$ cat src/rtl/core_mem_llsc_unit.sv
// Memory-stage load/store responder: single-beat req/ack data-memory access,
// pipeline stall while busy, and the per-core LL/SC link reservation.
module core_mem_llsc_unit #(
  parameter int ADDR_W = 32,
  parameter int DATA_W = 32
) (
  input  logic              clk,
  input  logic              rst,
  input  logic              ex_mem_memread,
  input  logic              ex_mem_memwrite,
  input  logic              ex_mem_ll,
  input  logic              ex_mem_sc,
  input  logic [ADDR_W-1:0] ex_mem_addr,
  input  logic [DATA_W-1:0] ex_mem_wdata,
  output logic              mem_stall,
  output logic [DATA_W-1:0] mem_rdata,
  output logic              mem_rdata_valid,
  output logic              dmem_req,
  output logic              dmem_we,
  output logic [ADDR_W-1:0] dmem_addr,
  output logic [DATA_W-1:0] dmem_wdata,
  input  logic              dmem_ack,
  input  logic [DATA_W-1:0] dmem_rdata,
  input  logic              snoop_inv_valid,
  input  logic [ADDR_W-1:0] snoop_inv_addr,
  output logic              link_valid,
  output logic [ADDR_W-1:0] link_addr
);

  typedef enum logic [1:0] {IDLE, REQ, DONE} state_e;

  state_e            state_q, state_d;
  logic              dmem_req_q, dmem_req_d;
  logic              dmem_we_q, dmem_we_d;
  logic [ADDR_W-1:0] dmem_addr_q, dmem_addr_d;
  logic [DATA_W-1:0] dmem_wdata_q, dmem_wdata_d;
  logic              op_ld_q, op_ld_d;
  logic              op_ll_q, op_ll_d;
  logic              op_sc_q, op_sc_d;
  logic [DATA_W-1:0] mem_rdata_q, mem_rdata_d;
  logic              link_valid_q, link_valid_d;
  logic [ADDR_W-1:0] link_addr_q, link_addr_d;

  logic req, is_load, is_ll, is_sc, link_hit, sw_hit;
  logic snoop_lsb_unused;

  // Load wins when both read and write are asserted; ll/sc only qualify their own kind.
  assign req      = ex_mem_memread | ex_mem_memwrite;
  assign is_load  = ex_mem_memread;
  assign is_ll    = ex_mem_memread & ex_mem_ll;
  assign is_sc    = ex_mem_memwrite & ~ex_mem_memread & ex_mem_sc;
  assign link_hit = link_valid_q &&
                    (link_addr_q[ADDR_W-1:2] == ex_mem_addr[ADDR_W-1:2]);
  assign sw_hit   = link_valid_q &&
                    (link_addr_q[ADDR_W-1:2] == dmem_addr_q[ADDR_W-1:2]);
  assign snoop_lsb_unused = ^snoop_inv_addr[1:0];

  always_comb begin
    state_d      = state_q;
    dmem_req_d   = dmem_req_q;
    dmem_we_d    = dmem_we_q;
    dmem_addr_d  = dmem_addr_q;
    dmem_wdata_d = dmem_wdata_q;
    op_ld_d      = op_ld_q;
    op_ll_d      = op_ll_q;
    op_sc_d      = op_sc_q;
    mem_rdata_d  = mem_rdata_q;
    link_valid_d = link_valid_q;
    link_addr_d  = link_addr_q;
    case (state_q)
      IDLE: begin
        if (req) begin
          if (is_sc && !link_hit) begin
            // Failed sc resolves locally: no memory traffic.
            state_d      = DONE;
            mem_rdata_d  = '0;
            link_valid_d = 1'b0;
          end else begin
            state_d      = REQ;
            dmem_req_d   = 1'b1;
            dmem_we_d    = ex_mem_memwrite & ~ex_mem_memread;
            dmem_addr_d  = ex_mem_addr;
            dmem_wdata_d = ex_mem_wdata;
            op_ld_d      = is_load;
            op_ll_d      = is_ll;
            op_sc_d      = is_sc;
          end
        end
      end
      REQ: begin
        if (dmem_ack) begin
          state_d    = DONE;
          dmem_req_d = 1'b0;
          if (op_ld_q)      mem_rdata_d = dmem_rdata;
          else if (op_sc_q) mem_rdata_d = DATA_W'(1);
          if (op_ll_q) begin
            link_valid_d = 1'b1;
            link_addr_d  = dmem_addr_q;
          end else if (op_sc_q) begin
            link_valid_d = 1'b0;
          end else if (!op_ld_q && sw_hit) begin
            link_valid_d = 1'b0;
          end
        end
      end
      DONE:    state_d = IDLE;
      default: state_d = IDLE;
    endcase
    // Compared against the post-update link so a same-cycle ll completion still loses.
    if (snoop_inv_valid &&
        (snoop_inv_addr[ADDR_W-1:2] == link_addr_d[ADDR_W-1:2]))
      link_valid_d = 1'b0;
  end

  always_ff @(posedge clk) begin
    if (rst) begin
      state_q      <= IDLE;
      dmem_req_q   <= 1'b0;
      dmem_we_q    <= 1'b0;
      dmem_addr_q  <= '0;
      dmem_wdata_q <= '0;
      op_ld_q      <= 1'b0;
      op_ll_q      <= 1'b0;
      op_sc_q      <= 1'b0;
      mem_rdata_q  <= '0;
      link_valid_q <= 1'b0;
      link_addr_q  <= '0;
    end else begin
      state_q      <= state_d;
      dmem_req_q   <= dmem_req_d;
      dmem_we_q    <= dmem_we_d;
      dmem_addr_q  <= dmem_addr_d;
      dmem_wdata_q <= dmem_wdata_d;
      op_ld_q      <= op_ld_d;
      op_ll_q      <= op_ll_d;
      op_sc_q      <= op_sc_d;
      mem_rdata_q  <= mem_rdata_d;
      link_valid_q <= link_valid_d;
      link_addr_q  <= link_addr_d;
    end
  end

  assign mem_stall       = ((state_q == IDLE) && req) || (state_q == REQ);
  assign mem_rdata       = mem_rdata_q;
  assign mem_rdata_valid = (state_q == DONE);
  assign dmem_req        = dmem_req_q;
  assign dmem_we         = dmem_we_q;
  assign dmem_addr       = dmem_addr_q;
  assign dmem_wdata      = dmem_wdata_q;
  assign link_valid      = link_valid_q;
  assign link_addr       = link_addr_q;

endmodule

$ cat config.mk
export PLATFORM = sky130hd
export DESIGN_NAME = core_mem_llsc_unit
export DESIGN_NICKNAME = d
export VERILOG_FILES = /design/src/rtl/core_mem_llsc_unit.sv
export SDC_FILE = /design/constraint.sdc
export NUM_CORES = 1
export LEC_CHECK = 0
export CORE_MARGIN = 10
export CORE_UTILIZATION = 35
export CTS_BUF_LIST = sky130_fd_sc_hd__clkbuf_8
export CTS_CLUSTER_DIAMETER = 30
export DETAILED_ROUTE_END_ITERATION = 16
export GPL_ROUTABILITY_DRIVEN = 0
export PLACE_DENSITY = 0.67
export SKIP_CTS_REPAIR_TIMING = 1
export SLEW_MARGIN = 20
export SYNTH_ARGS = -nofsm -noshare
export SYNTH_HDL_FRONTEND = slang
export SYNTH_SLANG_ARGS = --single-unit
$ cat constraint.sdc
create_clock -name clk -period 2.65 [get_ports clk]
set_input_delay 0.3975 -clock clk [delete_from_list [all_inputs] [get_ports clk]]
set_output_delay 0.3975 -clock clk [all_outputs]
set_load 0.005 [all_outputs]
### Yosys cells after proc, flatten, opt, wreduce, memory -nomap -nowiden

Cells that the tools add are included.

| word-level totals | value |
|---|---|
| bits of input ports | 136 |
| output and inout port bits | 133 |
| register bits | 136 |

| operators by class | value |
|---|---|
| bitwise gates (word level) | 6 |
| reductions and logical operators | 18 |
| eq/ne operators | 11 |
| mux-type cells | 24 |

Operator list:

| kind | number |
|---|---|
| 2-to-1 mux 32 bit | 8 |
| equality test 30 bit | 3 |
| one-hot mux 32 bit (2 select lines) | 1 |
| AND reduction 5 bit | 2 |
| 2-to-1 mux 1 bit | 9 |
| inequality test 2 bit (second input constant) | 4 |
| logical AND 1 bit | 6 |
| 2-to-1 mux 2 bit | 3 |
| AND reduction 3 bit | 2 |
| inequality test 4 bit (second input constant) | 1 |
| one-hot mux 1 bit (2 select lines) | 2 |
| one-hot mux 2 bit (2 select lines) | 1 |
| AND reduction 4 bit | 1 |
| bitwise AND 1 bit | 3 |
| inequality test 3 bit (second input constant) | 1 |
| equality test 2 x 1 -> 1 bit (second input constant) | 1 |
| equality test 2 bit (second input constant) | 1 |
| logical NOT 1 bit | 2 |
| logical NOT 2 bit | 1 |
| inverter 1 bit | 2 |
| AND reduction 2 bit | 1 |
| nonzero test 2 bit | 1 |
| OR reduction 2 bit | 1 |
| logical OR 1 bit | 1 |
| OR 1 bit | 1 |

### Depth between registers and ports, before layout

Gate-level depths: netlist of the first run.

| logic depth | value |
|---|---|
| word-level depth | 8 |
| gate-level depth with buffers | 9 |
| mapped depth without buffers | 6 |

### Worst setup path before layout of the first run

No wires, ideal clock.

| timing path | value |
|---|---|
| path type | reg2reg |
| start | register link_addr_q[22], in the netlist link_addr[22] |
| end | register dmem_addr_q[10], in the netlist dmem_addr[10] |
| path buffers | 2 |
| data arrival time | 2.236 ns |
| required time | 2.578 ns |
| stages on the path, launching flop included | 9 |
| clock period less this slack | 2.308 ns |
| slack | 0.342 ns |
| path through | dfxtp_1 -> xnor2_1 -> nand4_1 -> or4_1 -> o211a_1 -> nor4_2 -> buf_4 -> buf_6 -> mux2i_1 |

| on the way | value |
|---|---|
| word-level cells in the longest chain between the ends | 6 |

RTL lines:

| element | line | text |
|---|---|---|
| start, declared | 42 | `logic [ADDR_W-1:0] link_addr_q, link_addr_d;` |
| start signal, assigned | 139 | `link_addr_q <= link_addr_d;` |
| equality test 30 bit | 53 | `(link_addr_q[ADDR_W-1:2] == ex_mem_addr[ADDR_W-1:2]);` |
| logical AND 1 bit | 52 | `assign link_hit = link_valid_q &&` |
| logical NOT 1 bit | 73 | `if (is_sc && !link_hit) begin` |
| logical AND 1 bit | 73 |  |
| inverter 1 bit (no line) | n/a |  |
| AND reduction 3 bit (no line) | n/a |  |
| end signal, assigned | 132 | `dmem_addr_q <= dmem_addr_d;` |
| end, declared | 35 | `logic [ADDR_W-1:0] dmem_addr_q, dmem_addr_d;` |

Every way passes these cells.
A chain may end at the register's enable or synchronous reset.

### Worst setup path after layout of the first run

| timing path | value |
|---|---|
| start | input port ex_mem_addr[14] |
| end | register dmem_wdata_q[1], in the netlist dmem_wdata[1] |

| on the way | value |
|---|---|
| word-level cells in the longest chain between the ends | 6 |

RTL lines:

| element | line | text |
|---|---|---|
| start, declared | 13 | `input logic [ADDR_W-1:0] ex_mem_addr,` |
| equality test 30 bit | 53 |  |
| logical AND 1 bit | 52 |  |
| logical NOT 1 bit | 73 |  |
| logical AND 1 bit | 73 |  |
| inverter 1 bit (no line) | n/a |  |
| AND reduction 3 bit (no line) | n/a |  |
| end signal, assigned | 133 | `dmem_wdata_q <= dmem_wdata_d;` |
| end, declared | 36 | `logic [DATA_W-1:0] dmem_wdata_q, dmem_wdata_d;` |

Every way passes these cells.

==> results by group, run 1 <==
Drt
  – Drt initial violations: roughly 330
  – Final ANT Viol Nets: 0
  – Via count: approximately 6,600
  – DRC Markers: 0
  – TritonRoute pass-1 iters: 5
  – WL/cell: 19.35 um
  – Final WL: 25.63 mm
  – Routed vias/inst: slightly below 5

Power
  – Comb pwr share: 0.225
  – Clock network fraction of total power: 0.325
  – Total power: ~5000 uW
  – Seq pwr share: 0.450
  – Switch Pwr: around 1500 uW
  – Power Density: between 400 and 500 nW/um^2
  – Pint: around 3600 uW
  – Leak pwr: ~0.0043 uW
  – Switching Share: 0.2938
  – Worst IR Drop VDD: ~0.29 mV

Timing
  – Achievable Freq: just under 400 MHz
  – Worst-margin pin slew: roughly 640 ps
  – RSZ-0062 raised after global routing: no
  – Slew HR: 0.5707
  – Fin. max-slew vios: 0
  – Final hold violations: 0
  – Tmin final: 2560 ps
  – Final setup violation count: 0
  – Final Cycle Share: 0.9661
  – Skew final: ~18 ps

CTS
  – Clock latency at the later pin of the worst-skew pair: around 450 ps
  – CTS tree: yes
  – Max Root-Sink Buffers: 2
  – H-tree levels: 4
  – Num CTS Buffers: 17
  – CTS Root Cell: clkbuf_8
  – CTS sink cnt: around 140
  – CTS clock-pin slew for the worst setup and hold paths: ~80 ps

Finish
  – Share of layout cells above drive strength 1: 0.09074
  – # fillers: between 1,500 and 2,000
  – Fin util: 0.5534
  – Non-Filler Instances: ~1,300
  – Register area: around 2700 sq um
  – Multi-input gate area: 3642 sq um
  – Post-layout net count: about 1,200
  – P&R area growth vs syn: 56.08%
  – ANT cells: 0

Setup path
  – Critical path endpoint category: register
  – Worst Path Required: approximately 3000 ps
  – Critical Path Start: ex_mem_addr[14]
  – CP max stage cell: clkdlybuf4s50_1
  – Worst r2r src: link_addr[12]
  – WP data arrival: 2930 ps
  – CP max stage delay: about 470 ps
  – CP Launch Type: primary input
  – Worst path bufs/invs: 3
  – Setup Crit Path Kind: in2reg
  – Crit-path leading delay family: buffers and inverters
  – Cells along the critical path: clkdlybuf4s50_1 > xnor2_1 > nand4_1 > or4_4 > o211a_4 > nor4_4 > buf_6 > buf_4 > mux2i_1
  – Peak fanout along the critical path: 8

Hold path
  – Worst min path class: in2reg
  – Worst hold start: ex_mem_addr[22]

Yosys
  – Mapped Area: roughly 6600 sq um
  – Avg Inst Size Synth: approximately 8.5 sq um
  – Post-synth net total: 918
  – Adder-cell share of the synthesized area: 0
  – Yosys reg bits: around 140
  – Netlist cell types: 50
  – Synth Warn #: 0
  – Gate Count Post-Synth: slightly below 800
  – Synth area leaders: dfxtp_1, mux2i_1, nand2_1
  – Register area share after synthesis: 0.4105
  – XOR/XNOR Fraction of Synth Area: 0.09904
  – Cell taking the most area after synthesis: dfxtp_1
  – EDFF count, synth: 0
  – Synth Area in Simple Gates: 0.2009
  – Multiplexer share of the synthesized area: 0.1675
  – Synth Area in Compound Gates: 0.07489
  – Largest family of logic cells by synthesized area: simple AND/OR/NAND/NOR gates
  – Primary FF master, synth: dfxtp_1
  – Top-area cell type share of the netlist area: 0.4105
  – Synth async-reset ratio: 0

Floorplanning
  – Die footprint: between 20,000 and 25,000 sq um
  – Chip Width: 157.7 um
  – Placement Rows: 50
  – # IOs: roughly 270
  – Initial Util: 0.3546
  – Die Y: 157.7 um
  – Core area: between 15,000 and 20,000 sq um

Global route
  – Global-route wire length before repair: 38.41 mm
  – Vias in the first global route: 6,612
  – Antenna violations before repair: 0
  – Total global routing overflow: 0
  – GRT Overall Usage: 0.2005
  – Largest net degree at the start of global routing: 97

Status
  – Status: complete, no violations

Placement
  – Port bufs: 266
  – Placed cell count: about 1,300
  – Final HPWL DP: approximately 20 mm

Flow run
  – # Max-Cap Violations: 0
[worst register-to-register path, cell delays in order (launching register included)]
cell,delay (ps)
dfxtp_2,410
xnor2_2,140
nand4_1,110
or4_4,560
o211a_4,280
nor4_4,270
buf_6,240
buf_4,180
mux2i_1,200
[worst paths after layout]
kind                     to  slack, ps  cells past startpoint
min           dmem_addr[22]        280                      3
min reg2reg  dmem_wdata[21]        460                      2
max reg2reg   dmem_wdata[1]        180                      8
max           dmem_wdata[1]         90                      9
[flip-flops by register name, indices dropped and copies added, names as in the netlist]
signal	flops
mem_rdata	32
dmem_addr	32
state_q	2
link_addr	32
op_sc_q	1
op_ld_q	1
op_ll_q	1
link_valid	1
dmem_wdata	32
dmem_we	1
dmem_req	1
[power by group through the flow]
stage	Sequential, uW	Combinational [uW]	Clock, uW
2_1_floorplan	2300	478	0
3_3_place_gp	2330	1110	0
3_5_place_dp	2330	1110	0
4_1_cts	2290	1120	1700
5_1_grt	2300	1230	1780
6_report	2280	1140	1650
[cell families (layout without fill, tap and decap cells)]
group | Yosys count | after routing
AOI/OAI and AO/OA | 72 | 72
xor gates and xnor gates | 75 | 75
buffers and inverters | 74 | 383
DFF | 136 | 136
muxes | 111 | 111
and+or+nand+nor | 314 | 314
[layer usage]
metal,vias to the layer above,share of wire,track usage
met4,0,0.019,0.05833
met2,287,0.47,0.3315
met3,28,0.11,0.08358
li1,3217,-,-
met1,3043,0.40,0.2319
met5,-,0,0
[layout by cell type, fill, tap and decap left out, types with 3 or more instances in the layout]
cell type / n
nand2b_1: 6
a21oi_1: 23
inv_6: 3
nand2_1: 231
a221oi_1: 5
inv_1: 28
nor2_1: 23
clkinvlp_4: 5
nand3_1: 6
clkinv_2: 4
clkbuf_8: 18
mux2i_1: 111
buf_4: 46
xor2_1: 20
nor4_1: 7
buf_12: 6
nand4_1: 14
dfxtp_1: 134
clkdlybuf4s50_1: 262
nor3_1: 6
dlymetal6s2s_1: 4
nor2b_1: 8
o22ai_1: 13
xnor2_1: 53
[cells in the mapped netlist (5+ instances only)]
master,instances
nor4_1,8
nor3_1,6
a21oi_1,23
xnor2_1,55
inv_1,29
clkbuf_1,33
nand2_1,231
nand2b_1,6
mux2i_1,111
nand4_1,14
buf_2,7
a221oi_1,5
o22ai_1,13
nor2_1,24
dfxtp_1,136
nor2b_1,8
xor2_1,20
nand3_1,6
[stage by stage]
step / setup slack (ps) / TNS, ps / area, sq um / hold WS, ps
floorplan: 342.0 / 0 / 6633 / 451.1
global placement: -372.1 / -28250 / 9879 / 441.3
detailed placement: -458.2 / -34280 / 9879 / 445.8
CTS: 29.17 / 0 / 10250 / 459.1
global route: 0.1101 / 0 / 10350 / 259.8
finish: 89.76 / 0 / 10350 / 277.3
[area by class of cell]
type / instances / area share
clock buffer: 18 / 0.02393
clock inverter: 14 / 0.01184
inverter: 29 / 0.01076
multi-input combinational: 572 / 0.3518
sequential: 136 / 0.2632
tap: 234 / 0.02828
timing repair buffer: 322 / 0.3101
Note: power is estimated with default switching activity, not from simulation.
==> run 2, diff against run 1 <==
SKIP_CTS_REPAIR_TIMING = default   (was 1)
==> results of run 2 <==
The final DEF is identical to that of run 1; final timing and power are the same.
==> patch 1 (config.mk and constraints of run 1) <==
Re-encode `state_e` (3 states) as one-hot, 3 bits wide.
--- a/src/rtl/core_mem_llsc_unit.sv
+++ b/src/rtl/core_mem_llsc_unit.sv
@@ -27,7 +27,7 @@
   output logic [ADDR_W-1:0] link_addr
 );
 
-  typedef enum logic [1:0] {IDLE, REQ, DONE} state_e;
+  typedef enum logic [2:0] {IDLE = 3'b001, REQ = 3'b010, DONE = 3'b100} state_e;
 
   state_e            state_q, state_d;
   logic              dmem_req_q, dmem_req_d;
Behaviour: same outputs for any inputs over 4 cycles, from zero or initial values and one cycle with rst high; so few cycles prove little.
==> patch 1 against run 1 <==
Synthesized area down 4.4%. Critical endpoint is now mem_stall. Routed wire length down 7.4%. Sequential cell count rose by 1. Register-to-register slack gained 30 ps. Setup slack better by 82 ps. Final area shrank 4.5%. Critical path type is now register to primary output. Critical path depth decreased by 5.
Power is not compared: it rests on default switching activity, and its combinational part moved more than twofold at a synthesized area within 25%.
==> patch 1: results (changes against run 1) <==
metric;value;unit;change
drtIter0Drc;520;;was 331
fillers;1661;;was 1723
grt_util_met2;31.56;%;was 33.15%
r2r_slack;210;ps;was 180 ps
status;finished clean;;unchanged
r2r_cells;9;;was 8
place_inst;1201;;was 1291
multi_input_area_share;33.16;%;was 35.18%
fmax;403.5;MHz;was 390.6 MHz
syn2layout_area_growth;55.88;%;was 56.08%
dp_hpwl;18410;um;was 19930 um
synthMuxAreaShare;11.68;%;was 16.75%
yosysUniqueCellTypes;45;;was 50
bufAreaShareNonClock;31.20;%;was 31.01%
wl_met1;9684;um;was 10380 um
reg2reg_to;dmem_wdata[20];;was dmem_wdata[1]
topRoutingLayerUsed;met4;;unchanged
grt_pass1_wl;36710;um;was 38410 um
wire_per_inst;19.24;um;was 19.35 um
synth.top_cells.by_count;137 x dfxtp_1, 83 x nor2_1, 74 x mux2i_1;;was 231 x nand2_1, 136 x dfxtp_1, 111 x mux2i_1
insertedDiodeCount;1;;was 0
nNonClkBuffers;311;;was 322
nMultiInputCombCells;498;;was 572
sh_seq_area;27.74;%;was 26.32%
fin_skew;11.17;ps;was 18.27 ps
nets;1127;;was 1214
antenna_found_initial;1;;was 0
syn_inst;701;;was 782
synth_compound_area_share;9.882;%;was 7.489%
wl_met3;2132;um;was 2763 um
hold_ws;300.6;ps;was 277.3 ps
wl_met2;11310;um;was 12010 um
r2r_start;link_addr[22];;was link_addr[12]
drive_above_1_share;8.566;%;was 9.074%
grt_usage;19.41;%;was 20.05%
clkCellAreaFrac;3.986;%;was 3.577%
holdPathEnd;mem_rdata[1];;was dmem_addr[22]
synth_area_leaders;dfxtp_1 43%, mux2i_1 12%, xor2_1 7.7%;;was dfxtp_1 41%, mux2i_1 17%, nand2_1 13%
synth_nets;837;;was 918
vias;6154;;was 6575
ys_seq_area_share;43.23;%;was 41.05%
stdcell_area;9888;um^2;was 10350 um^2
met3_usage;7.155;%;was 8.358%
crit_arrival;2080;ps;was 2930 ps
ys_ff_latch;137;;was 136
endpoint;mem_stall;;was dmem_wdata[1]
routed_via_density;4.987;;was 4.962
cp_max_fo;9;;was 8
place_area;9488;um^2;was 9879 um^2
grt_max_degree;92;;was 97
-- patch 1: cell count changes in the layout (fill, tap and decap cells not counted), sizes merged, moves of 5 or more --
| cell | change |
|---|---|
| nor2b | -8 |
| xnor2 | -25 |
| xor2 | +36 |
| nor2 | +59 |
| nand2b | +24 |
| nand2 | -192 |
| o21ai | +37 |
| mux2i | -37 |
| nand3 | +30 |
| nor4 | +7 |
| buf | -8 |
| a21oi | +9 |
| o22ai | -8 |
| nor3b | +5 |
-- patch 1: worst max-delay path, cell delays in order (launching register included) --
cell and delay, ps:
dfxtp_1 370, or3b_4 460, buf_4 180, nand2_1 100, clkdlybuf4s50_1 520
-- patch 1: power groups by stage --
stage          logic (uW)  clock network (uW)  registers, uW
3_5_place_dp         2550                   0           2640
2_1_floorplan        1410                   0           2600
5_1_grt              2770                1900           2650
4_1_cts              2570                1800           2600
6_report             2550                1740           2600
3_3_place_gp         2540                   0           2640
==> patch 2 (settings of run 1) <==
Without the edit above. The parameter `DATA_W` goes from 32 to 24.
--- a/src/rtl/core_mem_llsc_unit.sv
+++ b/src/rtl/core_mem_llsc_unit.sv
@@ -2,7 +2,7 @@
 // pipeline stall while busy, and the per-core LL/SC link reservation.
 module core_mem_llsc_unit #(
   parameter int ADDR_W = 32,
-  parameter int DATA_W = 32
+  parameter int DATA_W = 24
 ) (
   input  logic              clk,
   input  logic              rst,
Interface: changed (resized dmem_rdata, dmem_wdata, ex_mem_wdata and mem_rdata); port bits go from 269 to 237. No check against the original RTL was run, so the function may have changed too.
==> patch 2 against run 1 <==
Register-to-register slack lost 70 ps. Routed wire length shrank 11%. Final area shrank 11%. Setup slack gained 17 ps. Sequential cell count shrank 16. Cell count shrank 12%. Core utilization grew 2.6 points. Synthesized cell count shrank 16%. Synthesized area shrank 13%. Count of clock-buffer cells in the layout grew 1. Power shrank 3.9%. Critical path type unchanged.
==> patch 2: results (changes against run 1) <==
metric;value;unit;change
wl_met1;9604;um;was 10380 um
synth_xor_area_share;12.01;%;was 9.904%
synth.top_cells.by_count;120 x dfxtp_1, 85 x nor2_1, 69 x xnor2_1;;was 231 x nand2_1, 136 x dfxtp_1, 111 x mux2i_1
vias;5764;;was 6575
vdd_drop_max;0.3113;mV;was 0.2885 mV
antenna_found_initial;2;;was 0
nets;1054;;was 1214
synth_compound_area_share;10.18;%;was 7.489%
maxSlewHeadroom;61.66;%;was 57.07%
yosysUniqueCellTypes;45;;was 50
grt_pass1_vias;5696;;was 6612
grt_max_degree;73;;was 97
leakagePower;0.003515;uW;was 0.004252 uW
wire_per_inst;19.64;um;was 19.35 um
routed_via_density;4.952;;was 4.962
dp_hpwl;17660;um;was 19930 um
grt_util_met2;31.67;%;was 33.15%
drive_above_1_share;12.05;%;was 9.074%
pre_cts_slack;-469.0;ps;was -458.2 ps
ys_seq_area_share;41.69;%;was 41.05%
port_buffers;234;;was 266
synth_area_leaders;dfxtp_1 42%, mux2i_1 11%, xnor2_1 10%;;was dfxtp_1 41%, mux2i_1 17%, nand2_1 13%
drtIter0Drc;474;;was 331
synth_nets;778;;was 918
place_area;8692;um^2;was 9879 um^2
status;finished clean;;unchanged
grt_pass1_wl;34010;um;was 38410 um
patch 2: changes by cell type in the layout (fill, tap and decap cells not counted), sizes merged, moves of 4 or more:
cell           delta
a2111oi           +4
a21oi             +7
clkdlybuf4s50    -31
dfxtp            -16
mux2i            -45
nand2           -165
nand3b           +25
nor2             +61
o21ai            +24
xnor2            +14
xor2             -10
patch 2: cell type report:
cell class	instances	area, um^2
clock inverters	12	176.4
repair buffers	292	2899
fillers	1507	6735
multi-input cells	473	3124
inverters	30	112.6
clock buffers	19	261.5
well taps	216	270.3
flip-flops and latches	120	2416
diodes	2	5.005
patch 2: final timing paths:
| check | end | depth (start not counted) | start | slack [ps] |
|---|---|---|---|---|
| setup / recovery | dmem_addr[16] | 11 | ex_mem_addr[26] | 110 |
| hold reg to reg | mem_rdata[0] | 2 | mem_rdata[0] | 450 |
| setup reg to reg | dmem_addr[16] | 11 | link_addr[10] | 110 |
| hold / removal | dmem_addr[10] | 3 | ex_mem_addr[10] | 270 |
patch 2: per-stage QoR:
step	util, %	hold WS [ps]	setup TNS, ps	total power, uW
3_3_place_gp	54.32	440.2	-28970	3019
6_report	57.91	266.3	0	4882
5_1_grt	57.91	267.4	0	5090
4_1_cts	57.06	398.8	0	4879
3_5_place_dp	54.32	446.9	-30910	3026
2_1_floorplan	-	444.6	0	2455
patch 2: critical path, stage by stage:
cell and delay (ps):
clkdlybuf4s50_1 440, xnor2_1 220, nand4_1 230, nor4_2 360, buf_4 180, a21oi_2 70, nor4_4 310, buf_6 230
clkbuf_16 190, mux2i_1 180, nor2_1 60
patch 2: where the power goes:
part | switching (uW) | internal, uW | leakage (uW) | total [uW]
Combinational | 428 | 609 | 0.00232 | 1040
Clock | 780 | 1070 | 0.000211 | 1850
Sequential | 104 | 1890 | 0.000984 | 2000
Total | 1310 | 3570 | 0.00352 | 4880
